## config.mk

```make
export PLATFORM = sky130hd
export DESIGN_NAME = filter_conv_controller_flat
export DESIGN_NICKNAME = d
export VERILOG_FILES = /design/src/rtl/filter_conv_controller_pkg.sv /design/src/rtl/filter_conv_controller_if.sv /design/src/rtl/filter_conv_controller_ctrl_counter.sv /design/src/rtl/filter_conv_controller.sv /design/src/flat_wrapper.sv
export SDC_FILE = /design/constraint.sdc
export NUM_CORES = 1
export LEC_CHECK = 0
export CORE_AREA = 2 2 61 78
export CTS_BUF_LIST = sky130_fd_sc_hd__clkbuf_8
export DETAILED_ROUTE_END_ITERATION = 8
export DIE_AREA = 0 0 63 80
export DONT_BUFFER_PORTS = 1
export PLACE_DENSITY = 0.58
export RECOVER_POWER = 100
export SKIP_LAST_GASP = 1
export SYNTH_ARGS = -nofsm -noshare
export SYNTH_HDL_FRONTEND = slang
export SYNTH_SLANG_ARGS = --single-unit
export TNS_END_PERCENT = 20
```

## constraint.sdc

```tcl
create_clock -name clk -period 5 [get_ports clk]
set_input_delay 1 -clock clk [delete_from_list [all_inputs] [get_ports clk]]
set_output_delay 1 -clock clk [all_outputs]
set_load 0.01 [all_outputs]
```

## src/rtl/filter_conv_controller_pkg.sv

```systemverilog
// Shared definitions for the filter convolution controller: state encoding and its width.
package cnn_ctrl_pkg;

    localparam int STATE_W = 3;

    typedef enum logic [STATE_W-1:0] {
        IDLE        = 3'd0,
        LOAD_FILTER = 3'd1,
        LOAD_WINDOW = 3'd2,
        CONV        = 3'd3,
        WRITE       = 3'd4,
        DONE        = 3'd5
    } ctrlState_t;

endpackage

```

## src/rtl/filter_conv_controller_if.sv

```systemverilog
// Handshake bundle between the layer controller / DMA-MAC datapath (master) and the
// filter convolution controller (slave).
interface filter_conv_controller_if #(
    parameter int CH_W  = 3,
    parameter int POS_W = 8
);
    logic             startFilterConv;
    logic [CH_W-1:0]  channelsNumber;
    logic [POS_W-1:0] outputSize;
    logic             dmaFinish;
    logic             convFinish;
    logic             writeDone;
    logic             loadFilter;
    logic             loadWindow;
    logic             startConv;
    logic             writeResult;
    logic [CH_W-1:0]  channelIndex;
    logic [POS_W-1:0] positionIndex;
    logic             filterFinish;

    modport master (
        output startFilterConv, channelsNumber, outputSize, dmaFinish, convFinish, writeDone,
        input  loadFilter, loadWindow, startConv, writeResult, channelIndex, positionIndex,
               filterFinish
    );

    modport slave (
        input  startFilterConv, channelsNumber, outputSize, dmaFinish, convFinish, writeDone,
        output loadFilter, loadWindow, startConv, writeResult, channelIndex, positionIndex,
               filterFinish
    );

endinterface

```

## src/rtl/filter_conv_controller_ctrl_counter.sv

```systemverilog
// Saturating index counter that latches its own last value (count-1, zero treated as one)
// and reports when the index has reached it.
module ctrl_counter #(
    parameter int W = 3
) (
    input  logic         clk,
    input  logic         resetStateN,
    input  logic         load_i,
    input  logic [W-1:0] count_i,
    input  logic         clear_i,
    input  logic         inc_i,
    output logic [W-1:0] value_o,
    output logic         atLast_o
);

    logic [W-1:0] value_q, value_d;
    logic [W-1:0] last_q, last_d;

    always_comb begin
        value_d = value_q;
        last_d  = last_q;
        if (load_i) begin
            last_d = (count_i == '0) ? '0 : count_i - W'(1);
        end
        // The last-value guard keeps the index from ever wrapping.
        if (clear_i) begin
            value_d = '0;
        end else if (inc_i && (value_q != last_q)) begin
            value_d = value_q + W'(1);
        end
    end

    always_ff @(posedge clk or negedge resetStateN) begin
        if (!resetStateN) begin
            value_q <= '0;
            last_q  <= '0;
        end else begin
            value_q <= value_d;
            last_q  <= last_d;
        end
    end

    assign value_o  = value_q;
    assign atLast_o = (value_q == last_q);

endmodule

```

## src/rtl/filter_conv_controller.sv

```systemverilog
// Responder for the layer/filter handshake: sequences one filter's weight load, then per
// position and channel a window load and MAC run, then a result write, and reports done.
module filter_conv_controller
    import cnn_ctrl_pkg::*;
#(
    parameter int CH_W  = 3,
    parameter int POS_W = 8
) (
    input logic                    clk,
    input logic                    resetStateN,
    filter_conv_controller_if.slave bus
);

    ctrlState_t       state_q, state_d;
    logic             startConv_q;
    logic             latchCounts;
    logic             clearIdx;
    logic             chInc;
    logic             chClear;
    logic             posInc;
    logic             chAtLast;
    logic             posAtLast;
    logic [CH_W-1:0]  chValue;
    logic [POS_W-1:0] posValue;

    always_comb begin
        state_d     = state_q;
        latchCounts = 1'b0;
        clearIdx    = 1'b0;
        chInc       = 1'b0;
        chClear     = 1'b0;
        posInc      = 1'b0;
        unique case (state_q)
            IDLE: begin
                if (bus.startFilterConv) begin
                    latchCounts = 1'b1;
                    clearIdx    = 1'b1;
                    state_d     = LOAD_FILTER;
                end
            end
            LOAD_FILTER: if (bus.dmaFinish) state_d = LOAD_WINDOW;
            LOAD_WINDOW: if (bus.dmaFinish) state_d = CONV;
            CONV: begin
                if (bus.convFinish) begin
                    if (!chAtLast) begin
                        chInc   = 1'b1;
                        state_d = LOAD_WINDOW;
                    end else begin
                        chClear = 1'b1;
                        state_d = WRITE;
                    end
                end
            end
            WRITE: begin
                if (bus.writeDone) begin
                    if (!posAtLast) begin
                        posInc  = 1'b1;
                        state_d = LOAD_WINDOW;
                    end else begin
                        state_d = DONE;
                    end
                end
            end
            DONE: if (!bus.startFilterConv) state_d = IDLE;
            default: state_d = IDLE;
        endcase
        // A dropped request mid-filter overrides every other transition.
        if ((state_q != IDLE) && (state_q != DONE) && !bus.startFilterConv) begin
            state_d  = IDLE;
            clearIdx = 1'b1;
            chInc    = 1'b0;
            chClear  = 1'b0;
            posInc   = 1'b0;
        end
    end

    always_ff @(posedge clk or negedge resetStateN) begin
        if (!resetStateN) begin
            state_q     <= IDLE;
            startConv_q <= 1'b0;
        end else begin
            state_q     <= state_d;
            startConv_q <= (state_d == CONV) && (state_q != CONV);
        end
    end

    ctrl_counter #(.W(CH_W)) u_chCounter (
        .clk         (clk),
        .resetStateN (resetStateN),
        .load_i      (latchCounts),
        .count_i     (bus.channelsNumber),
        .clear_i     (clearIdx | chClear),
        .inc_i       (chInc),
        .value_o     (chValue),
        .atLast_o    (chAtLast)
    );

    ctrl_counter #(.W(POS_W)) u_posCounter (
        .clk         (clk),
        .resetStateN (resetStateN),
        .load_i      (latchCounts),
        .count_i     (bus.outputSize),
        .clear_i     (clearIdx),
        .inc_i       (posInc),
        .value_o     (posValue),
        .atLast_o    (posAtLast)
    );

    assign bus.loadFilter    = (state_q == LOAD_FILTER);
    assign bus.loadWindow    = (state_q == LOAD_WINDOW);
    assign bus.writeResult   = (state_q == WRITE);
    assign bus.filterFinish  = (state_q == DONE);
    assign bus.startConv     = startConv_q;
    assign bus.channelIndex  = chValue;
    assign bus.positionIndex = posValue;

endmodule

```

## src/flat_wrapper.sv

```systemverilog
// flat-port wrapper written by rule: the top's interface ports become plain ports
module filter_conv_controller_flat import cnn_ctrl_pkg::*;
#(
    parameter int CH_W  = 3,
    parameter int POS_W = 8
)
  (clk, resetStateN, bus_startFilterConv, bus_channelsNumber, bus_outputSize, bus_dmaFinish, bus_convFinish, bus_writeDone, bus_loadFilter, bus_loadWindow, bus_startConv, bus_writeResult, bus_channelIndex, bus_positionIndex, bus_filterFinish);
  filter_conv_controller_if #(.CH_W(CH_W), .POS_W(POS_W)) bus_i ();
  input logic clk;
  input logic resetStateN;
  input wire logic [$bits(bus_i.startFilterConv)-1:0] bus_startFilterConv;
  input wire logic [$bits(bus_i.channelsNumber)-1:0] bus_channelsNumber;
  input wire logic [$bits(bus_i.outputSize)-1:0] bus_outputSize;
  input wire logic [$bits(bus_i.dmaFinish)-1:0] bus_dmaFinish;
  input wire logic [$bits(bus_i.convFinish)-1:0] bus_convFinish;
  input wire logic [$bits(bus_i.writeDone)-1:0] bus_writeDone;
  output wire logic [$bits(bus_i.loadFilter)-1:0] bus_loadFilter;
  output wire logic [$bits(bus_i.loadWindow)-1:0] bus_loadWindow;
  output wire logic [$bits(bus_i.startConv)-1:0] bus_startConv;
  output wire logic [$bits(bus_i.writeResult)-1:0] bus_writeResult;
  output wire logic [$bits(bus_i.channelIndex)-1:0] bus_channelIndex;
  output wire logic [$bits(bus_i.positionIndex)-1:0] bus_positionIndex;
  output wire logic [$bits(bus_i.filterFinish)-1:0] bus_filterFinish;
  assign bus_i.startFilterConv = bus_startFilterConv;
  assign bus_i.channelsNumber = bus_channelsNumber;
  assign bus_i.outputSize = bus_outputSize;
  assign bus_i.dmaFinish = bus_dmaFinish;
  assign bus_i.convFinish = bus_convFinish;
  assign bus_i.writeDone = bus_writeDone;
  assign bus_loadFilter = bus_i.loadFilter;
  assign bus_loadWindow = bus_i.loadWindow;
  assign bus_startConv = bus_i.startConv;
  assign bus_writeResult = bus_i.writeResult;
  assign bus_channelIndex = bus_i.channelIndex;
  assign bus_positionIndex = bus_i.positionIndex;
  assign bus_filterFinish = bus_i.filterFinish;
  filter_conv_controller #(.CH_W(CH_W), .POS_W(POS_W)) u_core (.clk(clk), .resetStateN(resetStateN), .bus(bus_i));
endmodule
```

==> flow_summary.yaml, run 1 <==
route:
  routedWlPerCell_microns: 14.34
  drc: 0
  dr.pass1.iters: 4
  via_count: 1259
  drt_wl_total_mm: 3.413
  via_per_inst: 5.290
  drt_iter0_drc: 59
  ant_nets: 0
finish:
  instances_no_fill: 238
  ff_latch_area_sq_um: 650.6
  antennaDiodeCount: 0
  final_nets: 203
  final_cell_mix: "nand2_1 (26), dfrtp_1 (26), nor2_1 (18)"
  fill_cells: 425
  multi_input_area_sq_um: 929.6
  stdcell_area_sq_mm: 0.001738
  drive_gt1_share_pct: 6.111
  area_growth_pct: 4.279
clock_network:
  clock-sinks: 26
  clk_pin_slew_ns: 0.09
  clk_latency_ns: 0.27
  numCtsBuffers: 3
  cts.repair.resized: 0
  clock_tree.root_cell: "clkbuf_8"
  cts_hold_buf: 0
  ctsHtreeMaxLevel: 1
  ctsLongestPathBuffers: 2
  post_cts_buffers: 0
  cts_tree: "yes"
grt:
  grt_pass1_vias: 1341
  grt_overflow: 0
  grt_pass1_wl_mm: 6.009
  antenna_found_initial: 0
  track_usage_pct: 15.03
  grt_max_degree: 27
placed_design:
  dp_hpwl_mm: 2.663
  pre_cts_ws_ns: 2.585
  gp_congestion: 0.8100
  port_buffers: 0
  place_inst: 234
  dpl_cell_area_sq_mm: 0.001713
worst_setup_path:
  required_ns: 5.17
  timing.reg2reg.setup_slack_ns: 2.51
  crit_path_start_kind: "flip-flop"
  crit_arrival_ns: 2.67
  crit_path_max_incr_delay_ns: 0.89
  crit_chain: "xor2_1 > nor4_1 > a21oi_1 > nand2b_1 > and4_1"
  worstSetupEndpointType: "flip-flop"
  critPathSlowestCell: "nor4_1"
  critPathTopFamily: "simple AND/OR/NAND/NOR gates"
  r2r_cells: 5
  cp_max_fo: 6
  r2r_end: "u_core.bus.startConv"
  r2r-start: "u_core.u_posCounter.value_o[0]"
  path_class: "flip-flop to flip-flop"
  crit_buf_inv: 0
die:
  start_util_pct: 38.85
  coreArea_sq_mm: 0.004290
  core.rowCount: 27
  die_h_microns: 80
  die_area_sq_mm: 0.005040
  fp.dieW_microns: 63
  boundaryPins: 33
yosys:
  syn_avg_cell_area_sq_um: 9.157
  synth_top_area_share_pct: 39.04
  ys.flop_type: "dfrtp_1"
  async_flop_share_pct: 100.0
  synth.area.top_cells: "dfrtp_1 (39%), xnor2_1 (6.3%), nand2_1 (5.9%)"
  synth.distinct_cells: 49
  netlist_instances: 182
  ys_warn_count: 0
  synth_top_cell_by_area: "dfrtp_1"
  ys_seq_area_share_pct: 39.04
  synth_seq_cells: 26
  syn_nets: 204
  netlist_area_sq_mm: 0.001667
  synth_edf_count: 0
sta:
  finalCritPeriodShare_pct: 49.88
  finalWorstSetupSlack_ns: 2.506
  hold_ws_ns: 0.4079
  post-route-min-period_ns: 2.494
  hold_violations: 0
  drv_slew: 0
  setup_viol: 0
  fin_setup_tns_ns: 0
  fmax_ghz: 0.4009
  rsz0062_at_grt: "no"
  max-slew-margin-rel_pct: 30.98
  fin_skew_ns: 0.008515
  worst_pin_slew_ns: 1.026
min_path:
  min_path_type: "input port to asynchronous set/reset pin"
run_status:
  status: "completed"
power_and_ir_drop:
  power_density_mw_per_mm2: 389.6
  max-vdd-ir-drop_mv: 0.1190
  p_leak_nw: 0.7281
flow_run:
  cap_violations: 0
## Yosys cell counts, types with 2 or more instances
master,count
dfrtp_1,26
nand2_1,26
nor2_1,18
xnor2_1,12
a21oi_1,10
o21ai_1,9
inv_1,8
xor2_1,8
ha_1,5
nand2b_1,4
nand3_1,4
buf_2,3
nor3_1,3
o22ai_1,3
a211oi_1,2
a211oi_2,2
a311oi_1,2
and2_1,2
clkbuf_1,2
mux2i_1,2
nor2b_1,2
nor4_4,2
## cell type report
cell class | instances | share of cell area, %
clock buffer | 4 | 3.168
sequential | 26 | 37.44
tap | 58 | 4.176
inverter | 8 | 1.728
multi-input combinational | 142 | 53.49
## routing by layer
layer	part of all wire (%)	track usage, %	routed length, microns	up-vias
li1	-	-	-	632
met1	42	17.04	1446	596
met2	52	27.87	1773	26
met3	3.7	2.398	126	5
met4	1.9	6.000	66	0
met5	0	0	0	-
## worst max-delay path by stage
stage | slack (ns) | depth (start not counted) | start | to
floorplan | 2.83 | 6 | bus_startFilterConv | u_core.u_posCounter.value_o[2]
global placement | 2.67 | 5 | bus_startFilterConv | u_core.u_posCounter.value_o[6]
detailed placement | 2.58 | 5 | bus_startFilterConv | u_core.u_posCounter.value_o[2]
CTS | 2.60 | 2 | u_core.state_q[0] | bus_loadFilter
global route | 2.27 | 5 | u_core.u_posCounter.value_o[0] | u_core.bus.startConv
finish | 2.51 | 5 | u_core.u_posCounter.value_o[0] | u_core.bus.startConv
## cells by family (layout without fill, tap and decap cells)
group / after synthesis / in the layout / synth area share, %
XOR/XNOR: 20 / 20 / 10.51
AO/OA/AOI/OAI: 40 / 40 / 16.07
multiplexers: 2 / 2 / 1.201
flip-flops: 26 / 26 / 39.04
buffers and inverters: 14 / 12 / 3.378
AND/OR/NAND/NOR: 75 / 75 / 26.05
adder cells (fa/ha/maj): 5 / 5 / 3.754
## report_power, final
group          internal, mW  switching, mW
combinational        0.0942          0.131
sequential            0.262         0.0539
clock                0.0705         0.0654
total                 0.427          0.250
## per-stage QoR
step           utilization, %  power (mW)
2_1_floorplan               -      0.5267
3_3_place_gp            39.92      0.5590
3_5_place_dp            39.92      0.5699
4_1_cts                 41.21      0.7059
5_1_grt                 40.51      0.7317
6_report                40.51      0.6771
## flip-flops by register name (all words and copies together), names as in the netlist
register,count
u_core.u_posCounter.last_q,8
u_core.u_chCounter.last_q,3
u_core.u_posCounter.value_o,8
u_core.bus.startConv,1
u_core.state_q,3
u_core.u_chCounter.value_o,3
No activity file was read; power rests on OpenSTA's default activity.
==> run 2, diff against run 1 <==
==> constraint.sdc (replaced) <==
create_clock -name clk -period 2.35 [get_ports clk]
set_input_delay 0.47 -clock clk [delete_from_list [all_inputs] [get_ports clk]]
set_output_delay 0.47 -clock clk [all_outputs]
set_load 0.01 [all_outputs]
==> run 2 against run 1 <==
  * Power increased by 110%
  * Utilization up 0.26 points
  * Critical path depth did not move
  * Clock skew down 0.0039 ns
==> flow_summary.yaml, run 2 (synthesis results as in run 1) <==
run_status:
  status: "completed"
sta:
  drv_slew: 0
  hold_violations: 0
  setup_viol: 0
  hold_ws_ns: 0.2949
  max-slew-margin-rel_pct: 12.88
  finalWorstSetupSlack_ns: 0.4017
  finalCritPeriodShare_pct: 82.91
  worst_pin_slew_ns: 1.307
  rsz0062_at_grt: "no"
  post-route-min-period_ns: 1.948
  fin_setup_tns_ns: 0
  fin_skew_ns: 0.004611
  fmax_ghz: 0.5133
worst_setup_path:
  required_ns: 2.50
  critPathSlowestCell: "dfrtp_1"
  critPathTopFamily: "simple AND/OR/NAND/NOR gates"
  crit_arrival_ns: 2.10
  r2r-start: "u_core.state_q[2]"
  crit_buf_inv: 0
  cp_max_fo: 15
  crit_path_start_kind: "flip-flop"
  crit_chain: "nand4bb_4 > or4_1 > a211oi_1 > xnor2_1 > nor2_1"
  worstSetupEndpointType: "flip-flop"
  path_class: "flip-flop to flip-flop"
  crit_path_max_incr_delay_ns: 0.63
  crit_start: "u_core.state_q[2]"
clock_network:
  numCtsBuffers: 3
  post_cts_buffers: 0
  cts_hold_buf: 1
  ctsHtreeMaxLevel: 1
  clk_latency_ns: 0.26
  cts_tree: "yes"
  clock-sinks: 26
  clock_tree.root_cell: "clkbuf_8"
  clk_pin_slew_ns: 0.08
  cts.repair.resized: 0
  ctsLongestPathBuffers: 2
power_and_ir_drop:
  max-vdd-ir-drop_mv: 0.3107
  power_density_mw_per_mm2: 821.5
  power_mw: 1.437
  p_leak_nw: 0.7323
finish:
  drive_gt1_share_pct: 6.044
  antennaDiodeCount: 0
  instances_no_fill: 240
  final_nets: 206
  area_growth_pct: 4.955
  stdcell_area_sq_mm: 0.001749
  multi_input_area_sq_um: 935.9
  fill_cells: 444
  final_cell_mix: "nand2_1 (26), dfrtp_1 (26), nor2_1 (18)"
  utilization_pct: 40.77
  ff_latch_area_sq_um: 650.6
placed_design:
  dpl_cell_area_sq_mm: 0.001728
  place_inst: 236
  pre_cts_ws_ns: 0.4809
  port_buffers: 0
  dp_hpwl_mm: 2.704
  gp_congestion: 0.8194
grt:
  antenna_found_initial: 0
  grt_pass1_vias: 1272
  track_usage_pct: 14.42
  grt_pass1_wl_mm: 5.727
  grt_overflow: 0
  grt_max_degree: 27
route:
  drc: 0
  ant_nets: 0
  dr.pass1.iters: 4
  via_count: 1274
  drt_wl_total_mm: 3.364
  routedWlPerCell_microns: 14.02
  drt_iter0_drc: 33
  via_per_inst: 5.308
die:
  fp.dieW_microns: 63
  start_util_pct: 38.85
  die_area_sq_mm: 0.005040
  coreArea_sq_mm: 0.004290
  boundaryPins: 33
  core.rowCount: 27
  die_h_microns: 80
min_path:
  holdCritStartpoint: "bus_channelsNumber[0]"
  min_path_type: "input port to flip-flop"
flow_run:
  cap_violations: 0
==> run 2: cell count changes in the layout (fill, tap and decap cells not counted) <==
cell	previous run	this run
clkbuf_1	0	1
a211oi_2	1	0
nor4_1	2	1
clkbuf_8	4	3
a211oi_1	3	4
o21ai_1	1	2
or4_4	1	0
or4_1	1	2
buf_4	0	2
o21ai_0	9	8
nor4_4	1	2
==> run 2: area by class of cell <==
type / instances / area share [%]
Sequential cell: 26 / 37.20
Inverter: 8 / 1.717
Multi-Input combinational cell: 142 / 53.50
Tap cell: 58 / 4.149
Timing Repair Buffer: 3 / 1.073
Clock buffer: 3 / 2.361
==> run 2: path summary, 6_finish.rpt <==
check | end | slack [ns] | depth (start not counted)
hold reg to reg | u_core.u_chCounter.last_q[0] | 0.51 | 2
setup reg to reg | u_core.u_posCounter.value_o[7] | 0.40 | 5
max in group asynchronous | u_core.state_q[1] | 1.11 | 1
setup / recovery | u_core.u_posCounter.value_o[7] | 0.40 | 5
hold / removal | u_core.u_chCounter.last_q[0] | 0.29 | 1
min in group asynchronous | u_core.u_posCounter.last_q[0] | 0.48 | 1
==> run 2: power by group <==
part	total [mW]	switching [mW]	leakage (nW)	internal (mW)
Sequential	0.661	0.103	0.342	0.558
Combinational	0.535	0.311	0.369	0.225
Clock	0.241	0.126	0.0216	0.115
Total	1.44	0.540	0.732	0.897
==> run 2: layer usage <==
| metal | global-route usage (%) | vias to the layer above | wire [microns] |
|---|---|---|---|
| met5 | 0 | - | 0 |
| met4 | 7.333 | 0 | 68 |
| met3 | 2.680 | 7 | 145 |
| met2 | 26.06 | 28 | 1732 |
| met1 | 16.05 | 601 | 1417 |
| li1 | - | 638 | - |
